$ cat config.mk
export PLATFORM = sky130hd
export DESIGN_NAME = vga_pixel_driver
export DESIGN_NICKNAME = d
export VERILOG_FILES = /design/src/rtl/vga_pkg.sv /design/src/rtl/vga_wrap_counter.sv /design/src/rtl/vga_pixel_driver.sv
export SDC_FILE = /design/constraint.sdc
export NUM_CORES = 1
export LEC_CHECK = 0
export BUFFER_PORTS_ARGS = -buffer_cell sky130_fd_sc_hd__buf_4
export CORE_MARGIN = 5
export CORE_UTILIZATION = 53
export CTS_BUF_LIST = sky130_fd_sc_hd__clkbuf_4
export DETAILED_ROUTE_END_ITERATION = 8
export GPL_TIMING_DRIVEN = 0
export HOLD_SLACK_MARGIN = 0.15
export PLACE_DENSITY = 0.79
export SLEW_MARGIN = 10
export SYNTH_ARGS = -nofsm -noshare
export SYNTH_HDL_FRONTEND = slang
export SYNTH_SLANG_ARGS = --single-unit
$ cat constraint.sdc
create_clock -name clk -period 2.8 [get_ports clk]
set_clock_uncertainty 0.05 [all_clocks]
set_input_delay 0.56 -clock clk [delete_from_list [all_inputs] [get_ports clk]]
set_output_delay 0.56 -clock clk [all_outputs]
set_load 0.02 [all_outputs]
$ cat src/rtl/vga_pkg.sv
// Shared types, default 640x480@60 timing and helpers for the VGA raster path.
//   color_t    : {R,G,B} colour as produced by the shape generators
//   pix_t      : registered pixel payload driven onto the connector
//   below()    : unsigned "v < lim" on a COORD_W-bit coordinate
//   in_window(): unsigned "lo <= v < hi" on a COORD_W-bit coordinate
package vga_pkg;

  localparam int unsigned COORD_W = 10;

  typedef logic [2:0] color_t;

  localparam color_t COLOR_BLACK = 3'b000;
  localparam color_t COLOR_RED   = 3'b100;
  localparam color_t COLOR_WHITE = 3'b111;
  localparam color_t COLOR_BLUE  = 3'b001;

  // Default 640x480@60 timing (25 MHz pixel rate).
  localparam int unsigned DEF_CLK_DIV  = 2;
  localparam int unsigned DEF_H_ACTIVE = 640;
  localparam int unsigned DEF_H_FP     = 16;
  localparam int unsigned DEF_H_SYNC   = 96;
  localparam int unsigned DEF_H_BP     = 48;
  localparam int unsigned DEF_V_ACTIVE = 480;
  localparam int unsigned DEF_V_FP     = 10;
  localparam int unsigned DEF_V_SYNC   = 2;
  localparam int unsigned DEF_V_BP     = 33;

  typedef struct packed {
    color_t rgb;
    logic   active;
    logic   hsync;
    logic   vsync;
  } pix_t;

  localparam pix_t PIX_RESET = '{rgb: COLOR_BLACK, active: 1'b0, hsync: 1'b1, vsync: 1'b1};

  // One extra bit so a bound equal to 2**COORD_W still compares correctly.
  function automatic logic below(input logic [COORD_W-1:0] v, input int unsigned lim);
    return {1'b0, v} < (COORD_W+1)'(lim);
  endfunction

  function automatic logic in_window(input logic [COORD_W-1:0] v, input int unsigned lo,
                                     input int unsigned hi);
    return !below(v, lo) && below(v, hi);
  endfunction

endpackage

$ cat src/rtl/vga_wrap_counter.sv
// Modulo-MAX up-counter used for the horizontal and vertical raster counts.
//   clk, n_rst : clock, async active-low reset (count -> 0)
//   inc        : advance by one this clk
//   count      : current value, 0..MAX-1
//   wrap       : high on the clk where count goes MAX-1 -> 0
module vga_wrap_counter
  import vga_pkg::*;
#(
  parameter int unsigned MAX = 800
) (
  input  logic               clk,
  input  logic               n_rst,
  input  logic               inc,
  output logic [COORD_W-1:0] count,
  output logic               wrap
);

  localparam logic [COORD_W-1:0] LAST = COORD_W'(MAX - 1);

  logic at_last;

  assign at_last = (count == LAST);
  assign wrap    = inc && at_last;

  // Count register.
  always_ff @(posedge clk or negedge n_rst) begin
    if (!n_rst) begin
      count <= '0;
    end else if (inc) begin
      count <= at_last ? '0 : count + COORD_W'(1);
    end
  end

endmodule

$ cat src/rtl/vga_pixel_driver.sv
// VGA raster/timing stage: generates pixel coordinates for the shape blocks and
// registers their colour, blanked, together with hsync/vsync on the pixel tick.
//   clk, n_rst         : system clock, async active-low reset
//   en                 : run enable; low suppresses the pixel tick
//   shape_color        : {R,G,B} from the shape generator for the current x/y
//   x, y               : current hcount/vcount (straight from the counters)
//   red, green, blue   : blanked colour of the previous pixel
//   hsync, vsync       : active-low syncs aligned with the colour
//   active             : pixel on rgb lies inside the visible area
//   frame_start        : one-clk pulse when pixel (0,0) reaches rgb
module vga_pixel_driver
  import vga_pkg::*;
#(
  parameter int unsigned CLK_DIV  = DEF_CLK_DIV,
  parameter int unsigned H_ACTIVE = DEF_H_ACTIVE,
  parameter int unsigned H_FP     = DEF_H_FP,
  parameter int unsigned H_SYNC   = DEF_H_SYNC,
  parameter int unsigned H_BP     = DEF_H_BP,
  parameter int unsigned V_ACTIVE = DEF_V_ACTIVE,
  parameter int unsigned V_FP     = DEF_V_FP,
  parameter int unsigned V_SYNC   = DEF_V_SYNC,
  parameter int unsigned V_BP     = DEF_V_BP
) (
  input  logic               clk,
  input  logic               n_rst,
  input  logic               en,
  input  color_t             shape_color,
  output logic [COORD_W-1:0] x,
  output logic [COORD_W-1:0] y,
  output logic               red,
  output logic               green,
  output logic               blue,
  output logic               hsync,
  output logic               vsync,
  output logic               active,
  output logic               frame_start
);

  localparam int unsigned H_TOTAL  = H_ACTIVE + H_FP + H_SYNC + H_BP;
  localparam int unsigned V_TOTAL  = V_ACTIVE + V_FP + V_SYNC + V_BP;
  localparam int unsigned HS_START = H_ACTIVE + H_FP;
  localparam int unsigned HS_END   = H_ACTIVE + H_FP + H_SYNC;
  localparam int unsigned VS_START = V_ACTIVE + V_FP;
  localparam int unsigned VS_END   = V_ACTIVE + V_FP + V_SYNC;

  localparam int unsigned      DIV_W    = (CLK_DIV > 1) ? $clog2(CLK_DIV) : 1;
  localparam logic [DIV_W-1:0] DIV_LAST = DIV_W'(CLK_DIV - 1);

  logic [DIV_W-1:0]   div;
  logic               tick;
  logic [COORD_W-1:0] hcount;
  logic [COORD_W-1:0] vcount;
  logic               h_wrap;
  logic               v_inc;
  logic               v_wrap;
  logic               at_origin;
  logic               vis;
  pix_t               pix_next;
  pix_t               pix_q;

  // Pixel-rate divider; holds its phase while en is low.
  always_ff @(posedge clk or negedge n_rst) begin
    if (!n_rst) begin
      div <= '0;
    end else if (en) begin
      div <= (div == DIV_LAST) ? '0 : div + DIV_W'(1);
    end
  end

  assign tick  = en && (div == DIV_LAST);
  assign v_inc = tick && h_wrap;

  vga_wrap_counter #(.MAX(H_TOTAL)) u_hcnt (
    .clk   (clk),
    .n_rst (n_rst),
    .inc   (tick),
    .count (hcount),
    .wrap  (h_wrap)
  );

  vga_wrap_counter #(.MAX(V_TOTAL)) u_vcnt (
    .clk   (clk),
    .n_rst (n_rst),
    .inc   (v_inc),
    .count (vcount),
    .wrap  (v_wrap)
  );

  assign x = hcount;
  assign y = vcount;

  // Blanking and sync decode of the current (pre-increment) position.
  always_comb begin
    pix_next = PIX_RESET;
    vis      = below(hcount, H_ACTIVE) && below(vcount, V_ACTIVE);
    pix_next.rgb    = vis ? shape_color : COLOR_BLACK;
    pix_next.active = vis;
    pix_next.hsync  = !in_window(hcount, HS_START, HS_END);
    pix_next.vsync  = !in_window(vcount, VS_START, VS_END);
  end

  // Output stage. at_origin tracks "counters sit at (0,0)" so frame_start
  // needs no wide compare: it is set at reset and by a full-frame wrap.
  always_ff @(posedge clk or negedge n_rst) begin
    if (!n_rst) begin
      pix_q       <= PIX_RESET;
      at_origin   <= 1'b1;
      frame_start <= 1'b0;
    end else begin
      frame_start <= tick && at_origin;
      if (tick) begin
        pix_q     <= pix_next;
        at_origin <= v_wrap;
      end
    end
  end

  assign red    = pix_q.rgb[2];
  assign green  = pix_q.rgb[1];
  assign blue   = pix_q.rgb[0];
  assign active = pix_q.active;
  assign hsync  = pix_q.hsync;
  assign vsync  = pix_q.vsync;

endmodule
==> flow_summary.ini, run 1 <==
[run_status]
status = complete, no violations

[worst_hold_path]
hp-class = input port to register
hold_depth = 2

[placed_design]
routabilityCongestion = 0.843
portBuffers = 32
hpwl_mm = 2.35
dp_slack_ns = 0.978

[global_routing]
grtUsageMet2_pct = 31.2
overflow = 0
grt_max_degree = 30
met3_usage_pct = 6.61
antenna_found_initial = 0
grt_pass1_vias = 1197
gr-max-usage-layer = met2
met1_usage_pct = 24.8
grt_pass1_wl_mm = 5.35
track_usage_pct = 19.4

[routing]
wl_per_cell_um = 15.0
vias_per_cell = 5.67
ant_nets = 0
dr.pass1.iters = 4
dr_total_vias = 1237
routed_wl_mm = 3.26
drcViolationCount = 0
drt-initial-drc-count = 57

[clock_tree]
root_buffer = clkbuf_4
clock-sinks = 29
htree_num_levels = 2
clockBufferDepth = 2
clkTransAtPathRegs_ns = 0.09
tritoncts = done
numCtsBuffers = 5
clock_latency_ns = 0.33
cts-resized-gates = 0

[sta]
slew_violations = 0
relSlewSlack_pct = 71.6
fmax_ghz = 0.555
setup_viol = 0
fin_setup_tns_ns = 0
finalCriticalPeriod_ns = 1.80
worst_slew_pin_slew_ns = 0.423
grt_setup_unrepaired = false
hold_violations = 0
setup_ws_ns = 0.997
timing.final.crit_share_pct = 64.4

[pwr]
power_frac_comb_pct = 24.3
p_seq_share_pct = 52.4
clkPwrFrac_pct = 23.2
power.total_w = 0.00101
p_leak_nw = 0.824
power_density_nw_per_um2 = 571
p_sw_w = 0.000341
vdd_ir_drop_max_uv = 472
internal_power_w = 0.000666
sw_frac_of_total_pct = 33.8

[finish]
num_antenna_cells = 0
fillerInstances = 228
drive_above_1_share_pct = 25.0
nets = 196
area_delta_synth_final_pct = 23.7

[logic_synthesis]
synth_compound_area_share_pct = 11.9
avgSynthCellArea_um2 = 9.71
yosys_warnings = 0
seq_area_frac_synth_pct = 51.1
synthAdderAreaFrac_pct = 2.63
syn_inst = 147
synth_area_um2 = 1430
synth_flop_cell = dfrtp_1
async_flop_share_pct = 100
synth-edff-count = 0
ys_ff_latch = 29
synth_cell_types = 36
synthMuxAreaShare_pct = 0
synth_xor_area_share_pct = 5.52
synth_top_family_by_area = simple AND/OR/NAND/NOR gates
synth-simple-area-share_pct = 25.3
syn_nets = 156

[setup_path]
critical_path.cell_chain = inv_1 > ha_1 > and4bb_2 > nand3_1 > nand2_1 > o31ai_1
required_ns = 2.99
critPathKind = register to register
slowest_stage = dfrtp_1
cp_max_fo = 9
end_kind = register
r2r_setup_slack_ns = 1.0
reg2regPathDepth = 6
cp_data_arrival_time_ns = 1.99
slowest_delay_ns = 0.46
startpoint_type = register

[die]
rows = 18
die-area_um2 = 3830
die_height_um = 61.9
core_area_um2 = 2520
ios = 33
start_util_pct = 56.6
fp.dieW_um = 61.9

[run]
cap_violations = 0
[registers in the layout, indices dropped and copies added (netlist names)]
name	cells
active	1
at_origin	1
blue	1
div	1
frame_start	1
green	1
hsync	1
red	1
u_hcnt.count	10
u_vcnt.count	10
vsync	1
[kinds of logic after synthesis]
logic type	Yosys count
compound gates	29
fa+ha+maj	3
flops	29
buf+inv	12
xor+xnor	9
simple gates	65
[per-stage QoR]
step                      area, µm²  std cells  hold WS, ns  util, %
final                          1770        218        0.370     70.0
after global routing           1770        218        0.374     70.0
after CTS                      1770        218        0.370     70.0
after detailed placement       1710        209        0.421     67.6
after global placement         1710        209        0.413     67.6
after floorplan                1430        147        0.214        -
[critical path, delay by kind of cell (launching register included)]
kind | cells | cell delay [ns]
adder cells (fa/ha/maj) | 1 | 0.19
flip-flops | 1 | 0.46
buffers and inverters | 1 | 0.08
AO/OA/AOI/OAI | 1 | 0.24
AND/OR/NAND/NOR | 3 | 0.69
[layout by cell type (no fill, tap or decap), types with 2 or more instances in the layout]
cell / Yosys / final
nand4_1: 9 / 9
dfrtp_1: 26 / 26
clkinv_1: 0 / 2
a21oi_1: 5 / 5
clkbuf_4: 0 / 5
o21ai_0: 8 / 8
buf_4: 1 / 33
o31ai_1: 3 / 3
xor2_1: 3 / 3
nand3_1: 6 / 6
a22o_1: 3 / 3
clkbuf_1: 2 / 2
inv_1: 8 / 8
and3_1: 3 / 3
o21ai_1: 6 / 6
and2_1: 3 / 3
nand2b_1: 2 / 2
nor3_1: 3 / 3
nor2_1: 9 / 9
nand2_1: 16 / 16
or4_1: 2 / 2
dfstp_2: 3 / 3
ha_1: 3 / 3
a31oi_1: 2 / 2
and4_1: 3 / 3
xnor2_1: 6 / 6
[layer usage]
metal,wire length [µm],up-vias
li1,-,604
met1,1440,583
met2,1540,40
met3,232,10
met4,47,0
met5,0,-
[cells in the mapped netlist (all sizes together), types with 4 or more instances]
master	instances	area share, %
dfrtp	26	46
nand3	6	2.1
nor2	9	2.4
a21oi	5	1.8
xnor2	6	3.7
nand4	9	3.9
inv	8	2.1
nand2	17	4.6
o21ai	14	4.9
and3	4	1.8
[power groups by stage]
stage | registers, W | clock network [W] | logic (W)
floorplan | 0.000575 | 0 | 0.0000949
global placement | 0.000533 | 0 | 0.000240
detailed placement | 0.000538 | 0 | 0.000248
CTS | 0.000529 | 0.000239 | 0.000250
global route | 0.000538 | 0.000259 | 0.000269
finish | 0.000528 | 0.000234 | 0.000245
[area by class of cell]
cell class	instances	area (µm²)	share of cell area, %
sequential	29	729	41.3
multi-input combinational	106	648	36.7
timing repair buffer	33	250	14.2
clock buffer	5	37.5	2.13
tap	30	37.5	2.13
inverter	8	30.0	1.70
buffer	4	20.0	1.13
clock inverter	3	12.5	0.709
[path summary, 6_finish.rpt]
| path | endpoint | start |
|---|---|---|
| min in group asynchronous | u_vcnt.count[9] | n_rst |
| max reg2reg | u_vcnt.count[5] | u_vcnt.count[0] |
| min | div | en |
| max | u_vcnt.count[5] | u_vcnt.count[0] |
| max in group asynchronous | vsync | n_rst |
| min reg2reg | hsync | hsync |
[timing repair]
item                                   CTS  global route
hold buffers                             1             0
buffers inserted                         0             0
endpoints found under the hold margin   26             0
Power figures use the tool's default switching activity.
==> inputs of run 2 (changes only) <==
--- a/config.mk
+++ b/config.mk
@@ -5,6 +5,7 @@
 export SDC_FILE = /design/constraint.sdc
 export NUM_CORES = 1
 export LEC_CHECK = 0
+export ABC_AREA = 1
 export BUFFER_PORTS_ARGS = -buffer_cell sky130_fd_sc_hd__buf_4
 export CORE_MARGIN = 5
 export CORE_UTILIZATION = 53
@@ -12,7 +13,7 @@
 export DETAILED_ROUTE_END_ITERATION = 8
 export GPL_TIMING_DRIVEN = 0
 export HOLD_SLACK_MARGIN = 0.15
-export PLACE_DENSITY = 0.79
+export PLACE_DENSITY = 0.78
 export SLEW_MARGIN = 10
 export SYNTH_ARGS = -nofsm -noshare
 export SYNTH_HDL_FRONTEND = slang
==> constraint.sdc (replaced) <==
create_clock -name clk -period 1.8 [get_ports clk]
set_clock_uncertainty 0.05 [all_clocks]
set_input_delay 0.36 -clock clk [delete_from_list [all_inputs] [get_ports clk]]
set_output_delay 0.36 -clock clk [all_outputs]
set_load 0.02 [all_outputs]
==> flow_summary.ini, run 2 <==
[run_status]
status = complete, no violations

[finish]
final_cell_mix = nand2_1 (62), buf_4 (33), inv_1 (27)
num_antenna_cells = 0
final_cells = 281
fillerInstances = 275
final_common_cell = nand2_1
fin_util_pct = 65.1
area_delta_synth_final_pct = 21.4
largestRegisters = u_hcnt.count x10, u_vcnt.count x10
drive_above_1_share_pct = 22.6
nets = 256

[global_routing]
gr-max-usage-layer = met2
grt_pass1_wl_mm = 6.00
met1_usage_pct = 23.3
antenna_found_initial = 0
track_usage_pct = 18.5
grt_max_degree = 30
met3_usage_pct = 4.85
grtUsageMet2_pct = 30.0
grt_pass1_vias = 1346
overflow = 0

[placed_design]
hpwl_mm = 2.47
routabilityCongestion = 0.860
dp_cells = 272
portBuffers = 32

[die]
fp.dieW_um = 64.9
start_util_pct = 53.6
die-area_um2 = 4210
die_height_um = 64.9
core_area_um2 = 2980
rows = 20
ios = 33

[setup_path]
timing.rr.start = u_hcnt.count[0]
cp_max_fo = 10
required_ns = 1.97
reg2regPathDepth = 7
critPathKind = register to register
r2r_setup_slack_ns = 0.25
end_kind = register
cp_data_arrival_time_ns = 1.72
startpoint_type = register
timing.rr.end = u_vcnt.count[6]

[logic_synthesis]
synth_commonest_cells = nand2_1 (62), inv_1 (27), dfrtp_1 (26), nor2_1 (26), nand3_1 (18)
syn_inst = 207
yosys_warnings = 0
ys_ff_latch = 29
synth-edff-count = 0
async_flop_share_pct = 100
synthMuxAreaShare_pct = 0
synth-simple-area-share_pct = 35.2
avgSynthCellArea_um2 = 7.71
synthAdderAreaFrac_pct = 2.35
synth_area_um2 = 1600
synthTopCellsByArea = dfrtp_1 (41%), nand2_1 (15%), inv_1 (6.3%), nor2_1 (6.1%), nand3_1 (5.6%)
synth_compound_area_share_pct = 5.56
seq_area_frac_synth_pct = 45.7
synth_top_area_share_pct = 40.8
synth_flop_cell = dfrtp_1
synth_cell_types = 27
synth_area_leader_cell = dfrtp_1
synth_top_family_by_area = simple AND/OR/NAND/NOR gates
yosysMostFrequentCell = nand2_1
syn_nets = 216
synth_xor_area_share_pct = 2.74

[clock_tree]
cts-resized-gates = 0
cts-hold-fix-buffers = 1
clockBufferDepth = 2
root_buffer = clkbuf_4
tritoncts = done
clkTransAtPathRegs_ns = 0.09
clock_latency_ns = 0.33
htree_num_levels = 2
numCtsBuffers = 5
clock-sinks = 29
post_cts_buffers = 0

[worst_hold_path]
min_from = shape_color[0]
hold_depth = 3
hold_path_end = blue
hp-class = input port to register

[sta]
fin_setup_tns_ns = 0
hold_violations = 0
grt_setup_unrepaired = false
finalCriticalPeriod_ns = 1.55
slew_violations = 0
fmax_ghz = 0.646
timing.final.crit_share_pct = 86.0
setup_viol = 0
worst_slew_pin_slew_ns = 0.363
relSlewSlack_pct = 75.8

[routing]
ant_nets = 0
drcViolationCount = 0
dr_total_vias = 1471
drt-initial-drc-count = 126
vias_per_cell = 5.23
dr.pass1.iters = 4
routed_wl_mm = 3.43
wl_per_cell_um = 12.2

[pwr]
power_density_nw_per_um2 = 950
vdd_ir_drop_max_uv = 463
p_leak_nw = 1.07

[run]
cap_violations = 0
[run 2: routing by layer]
metal / vias to the layer above / share of wire, %
li1: 737 / -
met1: 687 / 47
met2: 38 / 47
met3: 9 / 4.8
met4: 0 / 1.9
met5: - / 0
[run 2: cell type report]
type / instances / area (µm²) / share of cell area (%)
sequential: 29 / 729 / 37.6
timing repair buffer: 33 / 250 / 12.9
multi-input combinational: 147 / 732 / 37.8
buffer: 3 / 30.0 / 1.55
clock buffer: 5 / 37.5 / 1.94
inverter: 28 / 105 / 5.42
tap: 33 / 41.3 / 2.13
clock inverter: 3 / 12.5 / 0.646
[run 2: cell families (layout without fill, tap and decap cells)]
| logic type | after synthesis | count (layout) |
|---|---|---|
| AND/OR/NAND/NOR | 125 | 125 |
| buffers and inverters | 31 | 72 |
| flip-flops | 29 | 29 |
| AO/OA/AOI/OAI | 14 | 14 |
| XOR/XNOR | 5 | 5 |
| adder cells (fa/ha/maj) | 3 | 3 |
[run 2: worst max-delay path, stage by stage (launching register included)]
cell and delay, ns:
dfrtp_1 0.41, ha_1 0.26, nand2_2 0.09, nor2_4 0.14, nand4_4 0.19, buf_6 0.22, nand2_1 0.06, nand2_1 0.05
[run 2: power by group]
| group | switching [W] | internal [W] |
|---|---|---|
| Sequential | 0.000125 | 0.000754 |
| Clock | 0.000225 | 0.000141 |
| Combinational | 0.000355 | 0.000242 |
| Total | 0.000704 | 0.00114 |
[run 2: worst max-delay path by stage]
stage | start | to | slack (ns) | cells after the start
after CTS | u_hcnt.count[0] | u_vcnt.count[6] | 0.24 | 7
after floorplan | u_hcnt.count[1] | u_vcnt.count[7] | 0.28 | 7
after global placement | u_hcnt.count[0] | u_vcnt.count[1] | 0.28 | 7
after detailed placement | u_hcnt.count[0] | u_vcnt.count[1] | 0.24 | 7
final | u_hcnt.count[0] | u_vcnt.count[6] | 0.25 | 7
after global routing | u_hcnt.count[0] | u_vcnt.count[8] | 0.11 | 7
[run 2: through the flow]
| stage | worst slack [ns] | total power [W] | hold WS [ns] | instance area (µm²) |
|---|---|---|---|---|
| detailed placement | 0.243 | 0.00149 | 0.254 | 1880 |
| finish | 0.252 | 0.00184 | 0.206 | 1940 |
| global route | 0.113 | 0.00197 | 0.215 | 1940 |
| CTS | 0.239 | 0.00186 | 0.195 | 1940 |
| floorplan | 0.284 | 0.00125 | 0.0144 | 1600 |
| global placement | 0.284 | 0.00148 | 0.256 | 1880 |
